==> config.mk <==
export PLATFORM = sky130hd
export DESIGN_NAME = alu_seq_ctrl
export DESIGN_NICKNAME = d
export VERILOG_FILES = /design/src/rtl/alu_seq_ctrl.sv
export SDC_FILE = /design/constraint.sdc
export NUM_CORES = 1
export LEC_CHECK = 0
export ABC_CLOCK_PERIOD_IN_PS = 2700
export BUFFER_PORTS_ARGS = -buffer_cell sky130_fd_sc_hd__buf_4
export CORE_MARGIN = 5
export CORE_UTILIZATION = 50
export CTS_BUF_LIST = sky130_fd_sc_hd__clkbuf_16
export DETAILED_ROUTE_END_ITERATION = 10
export PLACE_DENSITY = 0.82
export SETUP_SLACK_MARGIN = 0.15
export SLEW_MARGIN = 10
export SYNTH_ARGS = -nofsm -noshare
export SYNTH_HDL_FRONTEND = slang
export SYNTH_SLANG_ARGS = --single-unit
==> constraint.sdc <==
create_clock -name clk -period 2.7 [get_ports clk]
set_input_delay 0.54 -clock clk [delete_from_list [all_inputs] [get_ports clk]]
set_output_delay 0.54 -clock clk [all_outputs]
set_load 0.01 [all_outputs]
==> src/rtl/alu_seq_ctrl.sv <==
// ============================================================================
// alu_seq_ctrl : command sequencer for an external 16-bit ALU (AND/OR/ADD/SUB, shift-add MUL)
// Revision 1.0
// ============================================================================
`default_nettype none

module alu_seq_ctrl (
  input  logic        clk,
  input  logic        rst_n,
  input  logic        start,
  input  logic [2:0]  cmd,
  input  logic [15:0] op_a,
  input  logic [15:0] op_b,
  output logic        busy,
  output logic        done,
  output logic        err,
  output logic [15:0] result,
  output logic [3:0]  flags,
  output logic [15:0] alu_a,
  output logic [15:0] alu_b,
  output logic [2:0]  alu_op,
  input  logic [15:0] alu_result,
  input  logic [3:0]  alu_sreg
);

  localparam logic [2:0] OP_AND = 3'b000;
  localparam logic [2:0] OP_OR  = 3'b001;
  localparam logic [2:0] OP_ADD = 3'b010;
  localparam logic [2:0] OP_SUB = 3'b110;
  localparam logic [2:0] OP_MUL = 3'b011;
  localparam logic [3:0] LAST_STEP = 4'd15;

  typedef enum logic [1:0] {
    IDLE = 2'd0,
    EXEC = 2'd1,
    MUL  = 2'd2,
    DONE = 2'd3
  } state_t;

  state_t      state;
  state_t      state_nxt;
  logic [2:0]  cmd_q;
  logic [15:0] acc;
  logic [15:0] mcand;
  logic [15:0] mplier;
  logic [3:0]  step;
  logic        lost;
  logic        ovf;
  logic        cmd_legal;
  logic [15:0] acc_nxt;
  logic        ovf_nxt;

  always_comb begin
    cmd_legal = 1'b0;
    case (cmd)
      OP_AND, OP_OR, OP_ADD, OP_SUB, OP_MUL: cmd_legal = 1'b1;
      default:                               cmd_legal = 1'b0;
    endcase
  end

  // A set multiplier bit overflows if the add carries or a multiplicand bit was already shifted out.
  always_comb begin
    acc_nxt = acc;
    ovf_nxt = ovf;
    if (mplier[0]) begin
      acc_nxt = alu_result;
      ovf_nxt = ovf | alu_sreg[0] | lost;
    end
  end

  always_ff @(posedge clk or negedge rst_n) begin
    if (!rst_n) begin
      state <= IDLE;
    end else begin
      state <= state_nxt;
    end
  end

  always_comb begin
    state_nxt = state;
    busy      = 1'b0;
    done      = 1'b0;
    alu_op    = OP_AND;
    alu_a     = 16'd0;
    alu_b     = 16'd0;
    case (state)
      IDLE: begin
        if (start) begin
          if (!cmd_legal)          state_nxt = DONE;
          else if (cmd == OP_MUL)  state_nxt = MUL;
          else                     state_nxt = EXEC;
        end
      end
      EXEC: begin
        busy      = 1'b1;
        alu_op    = cmd_q;
        alu_a     = mcand;
        alu_b     = mplier;
        state_nxt = DONE;
      end
      MUL: begin
        busy   = 1'b1;
        alu_op = OP_ADD;
        alu_a  = acc;
        alu_b  = mcand;
        if (step == LAST_STEP) state_nxt = DONE;
      end
      DONE: begin
        done      = 1'b1;
        state_nxt = IDLE;
      end
      default: state_nxt = IDLE;
    endcase
  end

  // Single-cycle ops reuse mcand/mplier as their latched operand registers.
  always_ff @(posedge clk or negedge rst_n) begin
    if (!rst_n) begin
      cmd_q  <= OP_AND;
      acc    <= 16'd0;
      mcand  <= 16'd0;
      mplier <= 16'd0;
      step   <= 4'd0;
      lost   <= 1'b0;
      ovf    <= 1'b0;
      err    <= 1'b0;
      result <= 16'd0;
      flags  <= 4'd0;
    end else begin
      case (state)
        IDLE: begin
          if (start) begin
            if (cmd_legal) begin
              err    <= 1'b0;
              cmd_q  <= cmd;
              acc    <= 16'd0;
              mcand  <= op_a;
              mplier <= op_b;
              step   <= 4'd0;
              lost   <= 1'b0;
              ovf    <= 1'b0;
            end else begin
              err <= 1'b1;
            end
          end
        end
        EXEC: begin
          result <= alu_result;
          flags  <= alu_sreg;
        end
        MUL: begin
          acc    <= acc_nxt;
          ovf    <= ovf_nxt;
          lost   <= lost | mcand[15];
          mcand  <= mcand << 1;
          mplier <= mplier >> 1;
          step   <= step + 4'd1;
          if (step == LAST_STEP) begin
            result <= acc_nxt;
            flags  <= {1'b0, acc_nxt[15], (acc_nxt == 16'd0), ovf_nxt};
          end
        end
        default: ;
      endcase
    end
  end

endmodule

`default_nettype wire

# Yosys cells after proc, flatten, opt, wreduce, memory -nomap -nowiden
# Index checks and enable logic that the tools add are counted.
# W data, S select, Z words.
# totals
register_bits,80
output_inout_bits,58
elab_cells,72
# op_classes
n_bitwise,3
eq_ne,11
addsub,1
reduce_logical,12
n_mux,34
# ops
operator,n
$pmux W16 S2,6
$mux W16,8
$logic_not A16 Y1,1
$pmux W4 S2,2
$mux W4,3
$mux W2,4
$pmux W2 S4,1
$mux W1,7
$eq A3 B2 Y1 const B,2
$ne A2 B2 Y1 const B,3
$pmux W3 S2,1
$reduce_and A2 Y1,3
$reduce_and A3 Y1,2
$reduce_or A5 Y1,1
$add A4 B1 Y4 const B,1
$eq A2 B2 Y1 const B,2
$eq A4 B4 Y1 const B,1
$pmux W1 S2,2
$reduce_bool A2 Y1,2
$eq A3 B1 Y1 const B,1
$eq A3 B3 Y1 const B,1
$logic_not A3 Y1,1
$or A1 B1 Y1,3
$eq A2 B1 Y1 const B,1
other kinds (2),2

# Depth between registers and ports, before layout
# logic_depth
word_depth,6
mapped_depth,9
mapped_depth_nobuf,7

# Least setup slack after synthesis
# Ideal clock, no wire load.
# synth_timing
path_type,register -> output
from,register state[0]
to,output port alu_a[0]
t_required_ns,2.160
n_path_buf,2
t_arrival_ns,1.687
slack_ns,0.473
stages_incl_launch_ff,7
path_cell_list,dfrtp_1 inv_1 ha_1 and2_1 clkbuf_1 clkbuf_1 a22o_1
# synth_via
elab_chain_len,2
word_cells_on_any_way,3
cone_classes,eq/ne (2); mux (1)
# synth_rtl
item,line,text
start: declaration,40,state_t state;
start signal: assignment,75,state <= state_nxt;
$eq A2 B2 Y1 or $eq A2 B1 Y1 (tied branches),86,case (state)
$pmux W16 S2 *,86,
end: declaration,19,"output logic [15:0] alu_a,"
# Every way passes the cells marked *; elsewhere a longest branch is shown, timed or not.

# Worst setup path in the final report
# layout_timing
from,register state[1]
to,output port alu_a[14]
# Same word-level chain as after synthesis.

==> reports/results.ini <==
[clock_tree]
ctsLongestPathBuffers=2
cts_max_level=3
cts_inserted_buffers=9
worst_skew_pair.late_latency_ns=0.33
cts.sinks=80
cts_root_buffer=clkbuf_16
clk_pin_slew_worst_paths_ns=0.06
cts_tree=yes

[sta]
hold_viol=0
finalSetupViolations=0
slew_headroom_pct=32.6
hold_ws_ns=0.371
fin_crit_sh_pct=91.2
fmax_mhz=406
worst_slew_pin_slew_ns=1.01
tns_ns=0
min_period_ns=2.46
maxSlewViolCount=0
rsz0062_at_grt=no
finClkSkew_ns=0.00745

[logic_synthesis]
synthesis.area_um2=4200
synth_flop_cell=dfrtp_1
synthCells=448
ys_warn_count=0
avgSynthCellArea_um2=9.38
synth_edf_count=0
ys_seq_elements=80
synthesis.nets=511
ys_async_sr_fraction_pct=100
yosysSeqAreaShare_pct=47.7
synth_cell_types=34

[power]
p_per_area_nw_per_um2=1340
fin_total_pwr_mw=7.35
ir_drop_mv=0.634
p_leak_nw=2.61

[cells_and_area]
num_antenna_cells=0
fillers=670
fin_cells=662
nets=615
layout-drive-gt1-share_pct=26.8
syn_to_final_growth_pct=30.8

[detailed_routing]
via_count=3805
viasPerCell=5.75
firstDrtPassIters=5
drt-wirelength-per-cell_um=17.6
route.detailed.drc=0
wirelength_um=11600
ant_nets=0
drt_iter0_markers=203

[floorplanning]
core_area_um2=8220
rows=33
fp.dieW_um=102
design.portCount=116
die_h_um=102
dieArea_um2=10300
start_util_pct=51.1

[worst_setup_path]
crit_fanout=33
reg2regPathDepth=4
reg2reg_to=flags[1]$_DFFE_PN0P_
cp_data_required_time_ns=2.16
critPathArrivalTime_ns=1.92
rr_startpoint=mplier[0]$_DFFE_PN0P_
start_kind=flip-flop
crit_type=reg2out
critPathCaptureType=primary output
worstSetupStartpoint=state[1]$_DFFE_PN0P_
r2r_slack_ns=0.47

[run]
cap_viol_max_count=0

[global_route]
grt_first_pass_wirelength_um=18100
grt_pass1_vias=3686
grt_max_degree=81
antenna_found_initial=0
gr-total-overflow=0
grt_usage_pct=22.3

[place]
dpl.hpwl_um=8140
place_congestion=0.913
port_buffers=115
dp_cells=646

[run_status]
status=completed

[worst_hold_path]
holdCritPathClass=in2async

[critical path: stages, from the launching register on]
cell     delay, ns
dfrtp_1       0.40
inv_1         0.14
ha_4          0.25
and2_1        0.18
buf_8         0.18
a22o_1        0.28
buf_4         0.15
[registers in the layout, indices dropped and copies added, names as in the netlist]
register and count:
err 1, lost 1, ovf 1, acc 16, mcand 16, state 2, flags 4, result 16
step 4, mplier 16, cmd_q 3
[through the flow]
| stage | setup WS (ns) | utilization [%] | instance area (um^2) |
|---|---|---|---|
| finish | 0.238 | 66.9 | 5500 |
| global route | 0.178 | 66.9 | 5500 |
| CTS | 0.221 | 66.8 | 5490 |
| detailed placement | 0.358 | 62.8 | 5160 |
| global placement | 0.455 | 62.8 | 5160 |
| floorplan | 0.473 | - | 4200 |
[logic make-up (layout without fill, tap and decap cells)]
kind of cell / after synthesis / in the layout / share of synthesized area [%]
AND/OR/NAND/NOR: 127 / 127 / 13.4
AO/OA/AOI/OAI: 150 / 150 / 22.7
buffers and inverters: 42 / 151 / 4.32
multiplexers: 43 / 43 / 10.2
adder cells (fa/ha/maj): 5 / 5 / 1.49
XOR/XNOR: 1 / 1 / 0.209
flip-flops: 80 / 80 / 47.7
[metal layers]
metal | share of wire, % | vias to the layer above | track usage [%]
met5 | 0 | - | 0
met3 | 8.1 | 14 | 3.79
met4 | 1.5 | 0 | 8.49
met2 | 46 | 164 | 35.1
li1 | - | 1817 | -
met1 | 44 | 1810 | 30.9
[cell usage in the layout, fill, tap and decap left out, types with 2 or more instances in the layout]
master | netlist | routed
a21o_1 | 2 | 2
a21oi_1 | 30 | 30
a22o_1 | 38 | 38
a22oi_1 | 3 | 3
a31oi_1 | 14 | 14
and2_1 | 2 | 2
and3_1 | 2 | 2
buf_4 | 0 | 123
buf_8 | 0 | 2
bufinv_16 | 0 | 2
clkbuf_16 | 0 | 9
clkinv_2 | 0 | 3
dfrtp_1 | 80 | 80
ha_1 | 5 | 3
inv_1 | 9 | 8
mux2i_1 | 43 | 43
nand2_1 | 66 | 66
nand2b_1 | 4 | 4
nand3_1 | 2 | 2
nor2_1 | 29 | 29
nor2b_1 | 11 | 11
nor4_1 | 7 | 7
o21ai_0 | 41 | 41
o21ai_1 | 10 | 10
o22ai_1 | 4 | 4
o31ai_1 | 3 | 3
[synthesized netlist by cell type (2+ instances only)]
master / instances / area (um^2)
a21o_1: 2 / 15.0
a21oi_1: 30 / 150
a21oi_2: 2 / 17.5
a22o_1: 38 / 333
a22oi_1: 3 / 22.5
a31oi_1: 14 / 87.6
and2_1: 2 / 12.5
and3_1: 2 / 12.5
buf_2: 13 / 65.1
clkbuf_1: 18 / 67.6
dfrtp_1: 80 / 2000
ha_1: 5 / 62.6
inv_1: 9 / 33.8
mux2i_1: 43 / 430
nand2_1: 66 / 248
nand2b_1: 4 / 25.0
nand3_1: 2 / 10.0
nor2_1: 29 / 109
nor2b_1: 11 / 68.8
nor4_1: 7 / 43.8
o21ai_0: 41 / 205
o21ai_1: 10 / 50.1
o22ai_1: 4 / 25.0
o31ai_1: 3 / 22.5
[worst max path at each step]
| stage | cells after the start | slack, ns | end |
|---|---|---|---|
| 2_1_floorplan | 6 | 0.47 | alu_a[0] |
| 3_3_place_gp | 6 | 0.45 | alu_a[12] |
| 3_5_place_dp | 6 | 0.36 | alu_a[12] |
| 4_1_cts | 6 | 0.22 | alu_a[12] |
| 5_1_grt | 6 | 0.18 | alu_a[14] |
| 6_report | 6 | 0.24 | alu_a[14] |
[layout make-up]
| type | instances | area [um^2] | share of cell area (%) |
|---|---|---|---|
| tap | 105 | 131 | 2.39 |
| clock buffer | 9 | 225 | 4.10 |
| clock inverter | 7 | 86.3 | 1.57 |
| timing repair buffer | 126 | 973 | 17.7 |
| sequential | 80 | 2000 | 36.4 |
| inverter | 9 | 33.8 | 0.615 |
| multi-input combinational | 326 | 2040 | 37.2 |
[report_power, final]
part	total [mW]	switching, mW	internal, mW
clock network	1.28	0.482	0.802
registers	2.38	0.594	1.79
logic	3.69	2.03	1.66
total	7.35	3.10	4.25
[repair_timing]
action | CTS | global route
setup endpoints to repair | 33 | 3
hold buffers | 0 | 0
pin swaps | 0 | 0
hold endpoints to repair | 0 | 0
setup buffers | 0 | 0
resized for setup | 5 | 2
No activity file was read; power rests on OpenSTA's default activity.
